File: src/rtl/lsu_mem_port.sv
// ============================================================================
// lsu_mem_port : load/store port between execute and data memory; holds the
// raw word, offset and funct3 for the alignment stage. Option: MISALIGN_TRAP_EN
// Revision: 1.0
// ============================================================================
`default_nettype none

module lsu_mem_port #(
  parameter int XLEN = 32
) (
  input  logic            clk,
  input  logic            rst_n,
  input  logic            req_valid,
  output logic            req_ready,
  input  logic            req_we,
  input  logic [XLEN-1:0] req_addr,
  input  logic [XLEN-1:0] req_wdata,
  input  logic [2:0]      req_funct3,
  output logic            mem_req,
  input  logic            mem_gnt,
  output logic [XLEN-1:0] mem_addr,
  output logic [3:0]      mem_we,
  output logic [XLEN-1:0] mem_wdata,
  input  logic            mem_rvalid,
  input  logic [XLEN-1:0] mem_rdata,
  output logic            out_valid,
  input  logic            out_ready,
  output logic            out_is_load,
  output logic [XLEN-1:0] out_rdata,
  output logic [1:0]      out_sft,
  output logic [2:0]      out_funct3,
  output logic            out_misalign
);

`ifdef MISALIGN_TRAP_EN
  localparam logic TRAP_EN = 1'b1;
`else
  localparam logic TRAP_EN = 1'b0;
`endif

  typedef enum logic [1:0] {
    S_IDLE = 2'd0,
    S_REQ  = 2'd1,
    S_WAIT = 2'd2,
    S_RESP = 2'd3
  } state_t;

  state_t state, state_nxt;

  logic [1:0]      sft;
  logic [3:0]      mask;
  logic [XLEN-1:0] wdata_rep;
  logic            misalign;
  logic            trap;
  logic            accept;

  logic [XLEN-1:0] addr_q;
  logic [XLEN-1:0] wdata_q;
  logic [XLEN-1:0] rdata_q;
  logic [3:0]      mask_q;
  logic [1:0]      sft_q;
  logic [2:0]      funct3_q;
  logic            is_load_q;
  logic            misalign_q;

  assign sft = req_addr[1:0];

  // Width is selected by funct3[1:0]; bit 2 only distinguishes signed loads.
  always_comb begin
    mask      = 4'b1111;
    wdata_rep = req_wdata;
    misalign  = 1'b0;
    case (req_funct3[1:0])
      2'b00: begin
        mask      = 4'b0001 << sft;
        wdata_rep = {4{req_wdata[7:0]}};
      end
      2'b01: begin
        mask      = 4'b0011 << sft;
        wdata_rep = {2{req_wdata[15:0]}};
        misalign  = (sft == 2'd3);
      end
      default: begin
        misalign  = (sft != 2'd0);
      end
    endcase
  end

  assign trap   = TRAP_EN & misalign;
  assign accept = (state == S_IDLE) && req_valid;

  always_ff @(posedge clk or negedge rst_n) begin
    if (!rst_n) begin
      state <= S_IDLE;
    end else begin
      state <= state_nxt;
    end
  end

  always_comb begin
    state_nxt = state;
    req_ready = 1'b0;
    mem_req   = 1'b0;
    out_valid = 1'b0;
    case (state)
      S_IDLE: begin
        req_ready = 1'b1;
        if (req_valid) begin
          state_nxt = trap ? S_RESP : S_REQ;
        end
      end
      S_REQ: begin
        mem_req = 1'b1;
        if (mem_gnt) begin
          state_nxt = is_load_q ? S_WAIT : S_RESP;
        end
      end
      S_WAIT: begin
        if (mem_rvalid) begin
          state_nxt = S_RESP;
        end
      end
      S_RESP: begin
        out_valid = 1'b1;
        if (out_ready) begin
          state_nxt = S_IDLE;
        end
      end
      default: state_nxt = S_IDLE;
    endcase
  end

  // Loads carry a zero mask/data so the memory never sees a stray write.
  always_ff @(posedge clk or negedge rst_n) begin
    if (!rst_n) begin
      addr_q     <= '0;
      wdata_q    <= '0;
      rdata_q    <= '0;
      mask_q     <= '0;
      sft_q      <= '0;
      funct3_q   <= '0;
      is_load_q  <= 1'b0;
      misalign_q <= 1'b0;
    end else begin
      if (accept) begin
        addr_q     <= {req_addr[XLEN-1:2], 2'b00};
        wdata_q    <= req_we ? wdata_rep : '0;
        rdata_q    <= '0;
        mask_q     <= req_we ? mask : 4'b0000;
        sft_q      <= sft;
        funct3_q   <= req_funct3;
        is_load_q  <= !req_we;
        misalign_q <= trap;
      end
      if ((state == S_WAIT) && mem_rvalid) begin
        rdata_q <= mem_rdata;
      end
    end
  end

  assign mem_addr     = addr_q;
  assign mem_we       = mask_q;
  assign mem_wdata    = wdata_q;
  assign out_is_load  = is_load_q;
  assign out_rdata    = rdata_q;
  assign out_sft      = sft_q;
  assign out_funct3   = funct3_q;
  assign out_misalign = misalign_q;

endmodule

`default_nettype wire

File: config.mk
export PLATFORM = sky130hd
export DESIGN_NAME = lsu_mem_port
export DESIGN_NICKNAME = d
export VERILOG_FILES = /design/src/rtl/lsu_mem_port.sv
export SDC_FILE = /design/constraint.sdc
export NUM_CORES = 1
export LEC_CHECK = 0
export BUFFER_PORTS_ARGS = -buffer_cell sky130_fd_sc_hd__buf_2
export CAP_MARGIN = 20
export CORE_MARGIN = 3
export CORE_UTILIZATION = 49
export DETAILED_ROUTE_END_ITERATION = 16
export PLACE_DENSITY = 0.85
export SYNTH_ARGS = -nofsm -noshare
export SYNTH_HDL_FRONTEND = slang
export SYNTH_SLANG_ARGS = --single-unit
File: constraint.sdc
create_clock -name clk -period 4.85 [get_ports clk]
set_clock_uncertainty 0.2 [all_clocks]
set_input_delay 0.2425 -clock clk [delete_from_list [all_inputs] [get_ports clk]]
set_output_delay 0.2425 -clock clk [all_outputs]
set_load 0.01 [all_outputs]
==> implementation parameters <==
Parameter                              Value

Outcome
  Result of the run ... completed

CTS
  CTS H-Tree Depth ... 3
  Clock tree buffer depth ... 2
  Clock root buffer master ... clkbuf_8
  CTS tree ... yes
  Number of sinks on the clock net ... ~110
  Clock insertion delay at the later pin of the skew report ... between 300 and 400 ps
  Clock transition at the register clock pins on the worst setup and hold paths after CTS ... ~110 ps
  Number of clock buffers inserted by TritonCTS ... 9
  Gates resized, CTS repair ... 0

Floorplanning
  Placeable core region ... about 8500 um^2
  Die Span Y ... between 100 and 150 um
  Top-level I/O count ... 216
  Die width ... roughly 100 um
  Initial core utilization ... 0.5193
  Area enclosed by the die boundary ... just over 10000 um^2
  Standard-cell row count ... 33

Global route
  First-pass GRT wire length ... 24030 um
  Via count of the first global-routing pass ... slightly below 5000
  Overflow left after global routing ... 0
  Antenna violations before repair ... 0
  Pin count of the biggest net entering global routing ... between 60 and 70
  Grt met2 use ... 0.5362
  Met1 track demand over resource in global routing ... 0.3323
  Global-route met3 utilization ... 0.09619
  Global-route layer with the greatest usage ... met2
  Global-route total usage across every layer ... 0.3043

Timing
  Final-report max-slew violation count ... 0
  Period Utilization, post-route ... 0.4793
  Max-slew headroom ... 0.5272
  Min Clock Period, post-route ... 2324 ps
  Total negative slack for setup checks ... 0 ps
  Final setup violation count ... 0
  Number of hold violations in the final report ... 0
  Slew @ Worst Pin ... about 710 ps
  Setup repair after global routing missed its margin ... false
  Upper clock frequency limit ... roughly 430 MHz
  Worst hold slack ... 60.42 ps

Finish
  Antenna cell count ... 0
  Commonest non-fill, non-tap cell in the layout ... buf_2
  Ratio of cells with drive above 1 in the final layout ... 0.3374
  Final Net Count ... about 830
  Final std cell area, no fill ... about 6700 um^2
  Filler cell count in the final layout ... approximately 500
  Layout area overhead ... 51.67%
  Utilization of the core after routing ... 0.7876
  Most used cells in the layout excluding fill and tap cells ... 211 x buf_2, 147 x nand2_1, 106 x dfrtp_1

Hold path
  Worst Hold Endpoint ... out_funct3[0]
  Hold_sp ... req_funct3[0]
  Number of stages on the worst hold path ... 3
  Hold WC Path Type ... in2reg

Pwr
  Power density over the cells ... roughly 540 nW/um^2
  Max IR drop VDD ... between 200 and 300 uV
  Pleak ... 3.629 nW

Critical path
  Critical Path Fanout Max ... 45
  Worst R2R Start ... state[0]
  Register-to-register setup slack ... 2530 ps
  Worst reg2reg endpoint ... mem_wdata[17]
  Length in cells of the worst reg-to-reg path ... 6
  WS Path Type ... reg2reg
  Worst endpoint data arrival time ... 2390 ps
  Endpoint required time on the critical path ... approximately 4900 ps
  Kind of end point of the critical path ... flip-flop
  Critical Path Source Type ... flip-flop

Drt
  Count of routing violations after the opening detailed-route iteration ... 178
  Via-to-Cell Ratio ... 5.376
  Routed wire length ... around 15000 um
  Number of remaining DRC errors ... 0
  Average wire per cell in the routed design ... 18.18 um
  Routed vias ... ~4500
  First-pass iteration count of the detailed router ... 5
  Antenna viol nets, final ... 0

Logic synthesis
  Leading cell types by total area after synthesis ... dfrtp_1 60%, nand2_1 13%, a22o_1 6.4%
  Yosys top cell area share ... 0.6035
  Post-synth design cell area ... 4395 um^2
  Synthesized area per cell ... approximately 10 um^2
  Most common flop cell mapped by yosys ... dfrtp_1
  Register bit total from synthesis ... ~110
  Netlist cell types ... 28
  Post-synthesis cell count ... 425
  Share of flip-flops with an asynchronous set or reset ... 1.000
  Number of flops mapped to enable cells by yosys ... 0
  Yosys Warn Count ... 0
  Cell type with the highest aggregate area in the netlist ... dfrtp_1
  Sequential share of the synthesized area ... 0.6035

Place
  IO buf count ... about 210
  HPWL after DPL ... slightly below 9000 um
  Weighted congestion reported at the end of routability-driven placement ... 0.8347
  Placed cell areas ... between 5000 and 6000 um^2

Run
  Number of maximum-capacitance constraint violations ... 0
## synthesized netlist by cell type, drive strengths merged, types with 2 or more instances
library cell,instances
buf,21
clkbuf,9
mux2,9
ha,4
inv,4
a22o,32
nor2,8
and2,2
o21ai,53
nand2,149
dfrtp,106
mux2i,9
o31ai,2
nand3,8
nand2b,3
## worst max-delay path by stage
stage / start / to / slack (ps) / cells past startpoint
floorplan: state[0] / out_rdata[10] / 3140 / 7
global placement: state[0] / mem_we[3] / 2280 / 6
detailed placement: state[0] / mem_we[3] / 2140 / 6
CTS: state[0] / mem_we[3] / 2110 / 6
global route: state[0] / mem_wdata[17] / 2350 / 6
finish: state[0] / mem_wdata[17] / 2530 / 6
## what timing repair did
item	in CTS	in global routing
buffers inserted	0	0
hold buffers	100	0
endpoints found under the hold margin	146	0
## worst max-delay path: stages, from the launching register on
cell and delay (ps):
dfrtp_1 430, inv_1 90, ha_1 280, nand2_2 440, buf_4 520, nand2_1 130, o21ai_0 130
## logic make-up after synthesis
kind of cell,count (synthesis),share of synthesized area
fa+ha+maj,4,0.01139
mux,18,0.04355
other cells,1,0.0008532
compound gates,91,0.1358
simple gates,171,0.1560
buf+inv,34,0.04896
flops,106,0.6035
## per-layer routing
metal	part of all wire	up-vias	wire [um]
met5	0	-	0
met4	0.039	0	588
met3	0.11	63	1645
met2	0.50	305	7642
met1	0.35	2113	5283
li1	-	2003	-
## stage by stage
stage	std cells	worst slack [ps]	power (mW)
final	834	2526	3.625
after CTS	833	2107	3.560
after global placement	716	2282	2.855
after floorplan	427	3141	2.326
after detailed placement	717	2141	2.936
after global routing	834	2347	3.859
## final cells by class
class	instances	area, um^2	area share
clock buffers	11	141.4	0.02121
clock inverters	5	60.06	0.009009
inverters	4	15.01	0.002252
multi-input cells	287	1539	0.2309
flip-flops and latches	106	2653	0.3979
well taps	105	131.4	0.01971
repair buffers	316	2127	0.3191
## registers in the layout, indices dropped and copies added (netlist names)
| register | cells |
|---|---|
| out_funct3 | 3 |
| out_sft | 2 |
| out_rdata | 32 |
| mem_wdata | 32 |
| state | 2 |
| mem_addr | 30 |
| out_is_load | 1 |
| mem_we | 4 |
## power breakdown
group / switching, mW / total, mW / internal (mW) / leakage (nW)
Sequential: 0.237 / 1.52 / 1.28 / 1.36
Clock: 0.303 / 0.559 / 0.256 / 0.100
Combinational: 0.894 / 1.55 / 0.657 / 2.17
Total: 1.43 / 3.63 / 2.19 / 3.63
Power figures use the tool's default switching activity.
